[src/rtl/adc_capture_pkg.sv]
// rtl/adc_capture_pkg.sv - shared types and constants for the triggered ADC capture engine
package adc_capture_pkg;

  localparam int ADDR_W        = 10;
  localparam int DATA_W        = 8;
  localparam int DEPTH_DEFAULT = 1024;

  typedef enum logic [1:0] {
    ST_IDLE    = 2'd0,
    ST_ARMED   = 2'd1,
    ST_CAPTURE = 2'd2,
    ST_DONE    = 2'd3
  } state_t;

  // Mean of two samples; the 9-bit sum keeps the carry before the halving.
  function automatic logic [DATA_W-1:0] avg2(input logic [DATA_W-1:0] a, input logic [DATA_W-1:0] b);
    logic [DATA_W:0] s;
    s = {1'b0, a} + {1'b0, b};
    return s[DATA_W:1];
  endfunction

endpackage

[src/rtl/adc_capture_clk_div.sv]
// rtl/adc_capture_clk_div.sv - free-running ADC conversion clock and once-per-sample strobe
module adc_clk_div #(
  parameter int CLK_DIV = 50
) (
  input  logic i_clk,
  input  logic i_rst,
  output logic o_adc_clk,
  output logic o_stb
);

  localparam int DIV_W = $clog2(CLK_DIV);

  logic [DIV_W-1:0] r_div;
  logic [DIV_W-1:0] w_div_next;
  logic             r_adc_clk;

  assign w_div_next = (r_div == DIV_W'(CLK_DIV - 1)) ? '0 : r_div + DIV_W'(1);

  // adc_clk is registered from the next count so it stays low while in reset.
  always_ff @(posedge i_clk or posedge i_rst) begin
    if (i_rst) begin
      r_div     <= '0;
      r_adc_clk <= 1'b0;
    end else begin
      r_div     <= w_div_next;
      r_adc_clk <= (w_div_next < DIV_W'(CLK_DIV / 2));
    end
  end

  assign o_adc_clk = r_adc_clk;
  assign o_stb     = (r_div == DIV_W'(CLK_DIV - 1));

endmodule

[src/rtl/adc_capture.sv]
// rtl/adc_capture.sv - level-crossing triggered single-shot ADC record writer
// Optional build macro ADC_CAPTURE_AVG_EN stores the mean of adjacent samples.
module adc_capture
  import adc_capture_pkg::*;
#(
  parameter int CLK_DIV      = 50,
  parameter int DEPTH        = DEPTH_DEFAULT,
  parameter int TRIG_TIMEOUT = 65535
) (
  input  logic              clk,
  input  logic              rst,
  input  logic [DATA_W-1:0] adc_data,
  input  logic              arm,
  input  logic [DATA_W-1:0] trig_level,
  input  logic              trig_slope,
  input  logic [3:0]        decim,
  output logic              adc_clk,
  output logic [DATA_W-1:0] wr_data,
  output logic [ADDR_W-1:0] wr_addr,
  output logic              wren,
  output logic              busy,
  output logic              done,
  output logic              auto_trig
);

  state_t            r_state, w_state_next;
  logic [DATA_W-1:0] r_cur, r_lvl, r_wr_data, w_sample;
  logic              r_slope, r_prev_valid, r_wren, r_auto;
  logic [3:0]        r_decim, r_dcnt;
  logic [31:0]       r_tcnt;
  logic [ADDR_W-1:0] r_wptr, r_wr_addr;
  logic              w_stb, w_accept, w_cross, w_timeout, w_trig, w_store, w_last_wr;

  adc_clk_div #(.CLK_DIV(CLK_DIV)) u_div (
    .i_clk     (clk),
    .i_rst     (rst),
    .o_adc_clk (adc_clk),
    .o_stb     (w_stb)
  );

  // Decisions are taken on the strobe cycle, so adc_data is the new cur and r_cur the new prev.
  assign w_accept  = arm && (r_state == ST_IDLE || r_state == ST_DONE);
  assign w_cross   = r_prev_valid && (r_slope ? (r_cur > r_lvl && adc_data <= r_lvl)
                                              : (r_cur < r_lvl && adc_data >= r_lvl));
  assign w_timeout = (TRIG_TIMEOUT != 0) && (r_tcnt + 32'd1 == 32'(TRIG_TIMEOUT));
  assign w_trig    = w_stb && (r_state == ST_ARMED) && (w_cross || w_timeout);
  assign w_store   = w_trig || (w_stb && (r_state == ST_CAPTURE) && (r_dcnt == r_decim));
  assign w_last_wr = r_wren && (r_wr_addr == ADDR_W'(DEPTH - 1));

`ifdef ADC_CAPTURE_AVG_EN
  assign w_sample = (r_state == ST_ARMED && !r_prev_valid) ? adc_data : avg2(adc_data, r_cur);
`else
  assign w_sample = adc_data;
`endif

  always_comb begin
    w_state_next = r_state;
    case (r_state)
      ST_IDLE, ST_DONE: if (w_accept)  w_state_next = ST_ARMED;
      ST_ARMED:         if (w_trig)    w_state_next = ST_CAPTURE;
      ST_CAPTURE:       if (w_last_wr) w_state_next = ST_DONE;
      default:                         w_state_next = ST_IDLE;
    endcase
  end

  always_ff @(posedge clk or posedge rst) begin
    if (rst) begin
      r_state      <= ST_IDLE;
      r_cur        <= '0;
      r_lvl        <= '0;
      r_slope      <= 1'b0;
      r_decim      <= '0;
      r_dcnt       <= '0;
      r_prev_valid <= 1'b0;
      r_tcnt       <= '0;
      r_auto       <= 1'b0;
      r_wptr       <= '0;
      r_wr_addr    <= '0;
      r_wr_data    <= '0;
      r_wren       <= 1'b0;
    end else begin
      r_state <= w_state_next;
      r_wren  <= w_store;
      if (w_stb) r_cur <= adc_data;

      if (w_accept) begin
        r_lvl        <= trig_level;
        r_slope      <= trig_slope;
        r_decim      <= decim;
        r_prev_valid <= 1'b0;
        r_tcnt       <= '0;
        r_auto       <= 1'b0;
        r_wptr       <= '0;
      end else if (w_stb && r_state == ST_ARMED) begin
        r_prev_valid <= 1'b1;
        r_tcnt       <= r_tcnt + 32'd1;
        if (!w_cross && w_timeout) r_auto <= 1'b1;
      end

      if (w_trig)
        r_dcnt <= '0;
      else if (w_stb && r_state == ST_CAPTURE)
        r_dcnt <= (r_dcnt == r_decim) ? 4'd0 : r_dcnt + 4'd1;

      if (w_store) begin
        r_wr_data <= w_sample;
        r_wr_addr <= r_wptr;
        r_wptr    <= (r_wptr == ADDR_W'(DEPTH - 1)) ? '0 : r_wptr + ADDR_W'(1);
      end else if (w_last_wr) begin
        r_wr_addr <= '0;
      end
    end
  end

  assign wr_data   = r_wr_data;
  assign wr_addr   = r_wr_addr;
  assign wren      = r_wren;
  assign busy      = (r_state == ST_ARMED) || (r_state == ST_CAPTURE);
  assign done      = (r_state == ST_DONE);
  assign auto_trig = r_auto;

endmodule
[config.mk]
export PLATFORM = sky130hd
export DESIGN_NAME = adc_capture
export DESIGN_NICKNAME = d
export VERILOG_FILES = /design/src/rtl/adc_capture_pkg.sv /design/src/rtl/adc_capture_clk_div.sv /design/src/rtl/adc_capture.sv
export SDC_FILE = /design/constraint.sdc
export NUM_CORES = 1
export LEC_CHECK = 0
export CORE_ASPECT_RATIO = 0.9
export CORE_UTILIZATION = 35
export CTS_CLUSTER_DIAMETER = 60
export DETAILED_ROUTE_END_ITERATION = 16
export GPL_TIMING_DRIVEN = 1
export RECOVER_POWER = 50
export SLEW_MARGIN = 0
export SYNTH_ARGS = -nofsm -noshare
export SYNTH_HDL_FRONTEND = slang
export SYNTH_SLANG_ARGS = --single-unit
[constraint.sdc]
create_clock -name clk -period 3.4 [get_ports clk]
set_input_delay 1.02 -clock clk [delete_from_list [all_inputs] [get_ports clk]]
set_output_delay 1.02 -clock clk [all_outputs]
set_load 0.02 [all_outputs]
==> out/qor.txt <==
Ys Warns -> 0
Clock insertion delay at the later pin of the skew report -> 0.35 ns
Async SR Flop Fraction -> 1.00
Ports -> 47
Met1 usage -> 0.210
Tot GR Track Use -> 0.163
#FFs+latches synth -> 97
First-pass GRT wire length -> 20,700 um
F_max -> 306 MHz
Layout Nets -> 681
Vias in the first global route -> 4,358
Crit start category -> flip-flop
Post-synth net total -> 615
Worst-path fanout max -> 21
Clock root buffer -> clkbuf_16
Final Hold Vio Count -> 0
CTS buffer count -> 9
Clk slew on worst S/H paths -> 0.07 ns
CTS Buffer Depth -> 2
Die ar. -> 15,900 um2
H-tree Lvls -> 3
Routability cong. -> 0.840
Power Total -> 0.00219 W
Gr ovfl total -> 0
Met2 Use GR -> 0.271
Finished Cell Area -> 6610 um2
Met3 Track Usage GR -> 0.0422
Fin crit period -> 3.27 ns
Synth cell types -> 54
Synth top area share -> 0.451
Ratio of cells with drive above 1 in the final layout -> 0.124
R2R depth -> 11
N_diodes -> 0
Arrival @ worst endpoint -> 3.51 ns
Post-DP HPWL -> 8630 um
Effective utilization at floorplan -> 0.362
CTS Sinks -> 97
Status -> finished, final reports clean
CTS tree -> done
Final setup violation count -> 0
Synth area leaders -> dfrtp_1, ha_1, xnor2_1
Cell taking the most area after synthesis -> dfrtp_1
GR peak layer -> met2
Initial antenna violation count -> 0
Peak supply drop -> 221 uV
Pins Over Slew Limit -> 0
Post-synth EDFFs -> 0
Final core utilization -> 0.444
Area growth from synthesis to layout -> 22.7%
Synth Instances -> 566
Die Ht -> 120 um
Hold Path Class -> flip-flop to flip-flop
Crit end category -> flip-flop
Pin count of the biggest net entering global routing -> 98
Worst-Margin Slew -> 1.32 ns
RSZ-0062 raised after global routing -> true
Dpl ws -> -0.199 ns
Site row count -> 42
Power Density -> 332 nW/um2
Final worst slack -> 0.128 ns
Via count -> 4,291
Normalized max-slew margin -> 0.119
Data required, critical path -> 3.63 ns
Placed cell area -> 6270 um2
Avg Cell Area, Syn -> 9.52 um2
Commonest register cell after synthesis -> dfrtp_1
Leakage power -> 2.97 nW
1st-pass router iterations -> 4
Sequential area share after synthesis -> 0.451
Die W -> 133 um
Max_cap viols -> 0
Skew final -> 0.0109 ns
ANT nets after route -> 0
DR iter-0 viols -> 201
Cts hold-fix bufs -> 0
Drt wl/cell -> 14.6 um
Core area -> 14,900 um2
Drt drc -> 0
Final period util -> 0.962
Syn Std Cell Area -> 5390 um2
Via-per-instance ratio -> 5.14
Crit Path Class -> flip-flop to flip-flop
Worst hold path cell count -> 1
Drt total wl -> 12,200 um
Buffers on Ports -> 46
cells in the final DEF (no fill, tap or decap), types with 5 or more instances in the layout:
cell type / n
mux2_2: 7
nand3_1: 26
inv_1: 19
dfrtp_1: 95
a31oi_1: 5
and3_1: 11
nand2_1: 60
buf_4: 35
xnor2_1: 28
ha_1: 25
mux2_1: 8
o21ai_0: 21
and2_1: 7
clkbuf_16: 9
clkdlybuf4s50_1: 44
mux2i_1: 5
or3_1: 5
xor2_1: 22
a32o_1: 11
nor3_1: 8
nand4_1: 22
a21oi_1: 18
and4_1: 5
nor2_1: 60
nand2b_1: 6
routing by layer:
metal | wire length (um) | up-vias
met2 | 5610 | 71
met3 | 517 | 12
met5 | 0 | -
li1 | - | 2124
met4 | 121 | 0
met1 | 5910 | 2084
sequential cells by signal, indices dropped and copies added, names as in the netlist:
signal	cells
auto_trig	1
r_cur	8
r_dcnt	4
r_decim	4
r_lvl	8
r_prev_valid	1
r_slope	1
r_state	2
r_tcnt	32
r_wptr	10
u_div.o_adc_clk	1
u_div.r_div	6
wr_addr	10
wr_data	8
wren	1
report_power, final:
part	internal (W)	switching, W	leakage (nW)
sequential	0.00115	0	1.12
clock	0.000520	0.000448	0.136
combinational	0.0000343	0.0000358	1.72
total	0.00171	0.000484	2.97
cells in the mapped netlist, types with 11 or more instances:
cell type / count
dfrtp_1: 97
nand2_1: 60
nor2_1: 60
xnor2_1: 28
nand3_1: 26
ha_1: 25
nand4_1: 22
xor2_1: 22
o21ai_0: 21
clkbuf_1: 20
inv_1: 20
a21oi_1: 18
a32o_1: 11
and3_1: 11
critical path, stage by stage, from the launching register on:
cell and delay, ns:
dfrtp_1 0.35, nand4_1 0.17, or4_4 0.58, buf_4 0.18, o31a_1 0.31, nor4_2 0.27, nand4_1 0.18, nor4_4 0.40
a21oi_2 0.12, buf_12 0.17, buf_6 0.15, a32o_1 0.25
final timing paths:
path | from | endpoint | slack (ns)
min in group asynchronous | rst | wren$_DFF_PP0_ | 1.59
worst max register to register | r_tcnt[5]$_DFFE_PP0P_ | wr_addr[4]$_DFFE_PP0P_ | 0.13
worst min-delay path | wr_data[1]$_DFFE_PP0P_ | wr_data[1]$_DFFE_PP0P_ | 0.49
max in group asynchronous | rst | r_tcnt[0]$_DFFE_PP0P_ | 0.85
worst min register to register | wr_data[1]$_DFFE_PP0P_ | wr_data[1]$_DFFE_PP0P_ | 0.49
worst max-delay path | r_tcnt[5]$_DFFE_PP0P_ | wr_addr[4]$_DFFE_PP0P_ | 0.13
per-stage QoR:
step	TNS (ns)	hold slack (ns)	std cells
floorplan	0	0.460	566
global placement	-3.96	0.473	815
detailed placement	-5.31	0.485	815
CTS	0	0.500	831
global route	-0.0332	0.513	835
finish	0	0.491	835
what timing repair did:
item                                   4_1_cts  5_1_grt
resized for setup                            0       10
setup endpoints to repair                    7       16
endpoints found under the hold margin        0        0
buffers inserted                             0        4
pin swaps                                    1        3
final cells by class:
type                       instances  area [um2]
clock inverter                     5        38.8
multi-input combinational        418        2790
fill                            1408        8260
inverter                          20        78.8
clock buffer                      11         243
sequential                        97        2430
timing repair buffer              86         786
tap                              198         248
cells by family (layout without fill, tap and decap cells):
group / Yosys count / count (layout) / synth area share
compound gates: 86 / 86 / 0.107
mux: 20 / 20 / 0.0406
xor+xnor: 50 / 50 / 0.0813
flops: 97 / 97 / 0.451
simple gates: 237 / 237 / 0.222
buf+inv: 51 / 122 / 0.0399
fa+ha+maj: 25 / 25 / 0.0581
Power figures use the tool's default switching activity.
==> RTL edit (same settings) <==
Add an input register stage for `arm`, `trig_level`, `trig_slope` and `decim`, without a reset; this delays them by one clock. The other inputs are not delayed to match.
--- a/src/rtl/adc_capture.sv
+++ b/src/rtl/adc_capture.sv
@@ -25,2 +25,14 @@
 
+  logic arm_q;
+  logic [DATA_W-1:0] trig_level_q;
+  logic trig_slope_q;
+  logic [3:0] decim_q;
+
+  always_ff @(posedge clk) begin
+    arm_q        <= arm;
+    trig_level_q <= trig_level;
+    trig_slope_q <= trig_slope;
+    decim_q      <= decim;
+  end
+
   state_t            r_state, w_state_next;
@@ -41,3 +53,3 @@
   // Decisions are taken on the strobe cycle, so adc_data is the new cur and r_cur the new prev.
-  assign w_accept  = arm && (r_state == ST_IDLE || r_state == ST_DONE);
+  assign w_accept  = arm_q && (r_state == ST_IDLE || r_state == ST_DONE);
   assign w_cross   = r_prev_valid && (r_slope ? (r_cur > r_lvl && adc_data <= r_lvl)
@@ -86,5 +98,5 @@
       if (w_accept) begin
-        r_lvl        <= trig_level;
-        r_slope      <= trig_slope;
-        r_decim      <= decim;
+        r_lvl        <= trig_level_q;
+        r_slope      <= trig_slope_q;
+        r_decim      <= decim_q;
         r_prev_valid <= 1'b0;
Check against the original RTL: not equivalent (a bounded check fails within 4 cycles, from zero or initial values and one cycle with rst high).
==> RTL edit against the original RTL <==
The flow now finishes with violations (capacitance limit, slew limit); maximum frequency shrank 0.96%; routed wire length rose by 3.6%; worst hold slack worse by 72 ps; area after synthesis rose by 7.7%; die area up 7.6%; sequential cell count increased by 14; setup slack worse by 32 ps; first-iteration DRC count increased by 45%; clock skew decreased by 0.68 ps; design area grew 5.2%; global-route usage is 0.74 points lower; largest cell class unchanged.
Power is not compared: it rests on default switching activity, and its combinational part moved more than twofold at a synthesized area within 25%.
==> RTL edit: results (changes against the original RTL) <==
status: "complete, but fails checks"
violations: "capacitance limit, slew limit"
dp_cells: 885  # +8.6%
r2r.worst_path.cells: 10  # -1
synth_cell_type_count: 63  # +17%
routed_wl_mm: 12.6  # +3.6%
critPathArrivalTime_ps: 3540  # +30 ps
synth-xor-area-share: 0.0649  # -0.0164
worstHoldEndpoint: "r_lvl[0]"
max_freq_mhz: 303  # -0.96%
endpoint: "wr_data[3]"
synth_fa_ha_area_frac: 0.0539  # -0.00416
post_cts_resized: 4  # +4
grt_pass1_wl_mm: 20.9  # +0.83%
grtUsageTotal: 0.156  # -0.00741
synthesis.nets: 679  # +10%
synth_area_leaders: "dfrtp_1, nand2_1, ha_1"
slew_headroom: -0.173  # -0.292
synth_mux_area_frac: 0.0244  # -0.0163
dp_hpwl_mm: 9.18  # +6.4%
async_flop_share: 0.874  # -0.126
min_delay_path_depth: 2  # +1
stdcell_count: 903  # +8.1%
grt_pass1_vias: 4360  # +0.046%
crit_start: "adc_data[5]"
via_count: 4659  # +8.6%
grt_max_degree: 80  # -18%
clkTransAtPathRegs_ps: 70  # about the same
yosys-top-cells-count: "dfrtp_1, nand2_1, nor2_1"
hp-start: "trig_level_q[0]"
slowest_stage: "or3b_2"
cap_violations: 1  # +1
rr_startpoint: "r_tcnt[6]"
maxSlewViolCount: 37  # +37
final_nets: 740  # +8.7%
crit_fanout: 9  # -57%
skew_ps: 10.2  # -0.681 ps
hold_slack_ps: 419  # -71.6 ps
initialDrtViolationCount: 291  # +45%
first_pass_iters: 5  # +1
ys_seq_area_frac: 0.467  # +0.0160
finalWeightedCongestion: 0.843  # +0.29%
syn_avg_cell_area_um2: 9.21  # -3.2%
RTL edit: power groups by stage:
| stage | logic, uW | registers [uW] | clock network, uW |
|---|---|---|---|
| after detailed placement | 669 | 1490 | 0 |
| after global placement | 658 | 1480 | 0 |
| after floorplan | 476 | 1470 | 0 |
| after global routing | 772 | 1470 | 1060 |
| final | 670 | 1460 | 989 |
| after CTS | 675 | 1460 | 1020 |
RTL edit: area by class of cell:
cell class / instances / area [um2]
Clock buffer: 12 / 246
Clock inverter: 4 / 22.5
Fill cell: 1577 / 9230
Inverter: 27 / 108
Multi-Input combinational cell: 466 / 2910
Sequential cell: 111 / 2710
Tap cell: 207 / 259
Timing Repair Buffer: 76 / 692
RTL edit: metal layers:
layer | wire length, um | GRT usage | vias to the layer above
met5 | 0 | 0 | -
met4 | 135 | 0.0530 | 0
met3 | 394 | 0.0322 | 15
met2 | 5640 | 0.230 | 72
met1 | 6410 | 0.224 | 2247
li1 | - | - | 2325
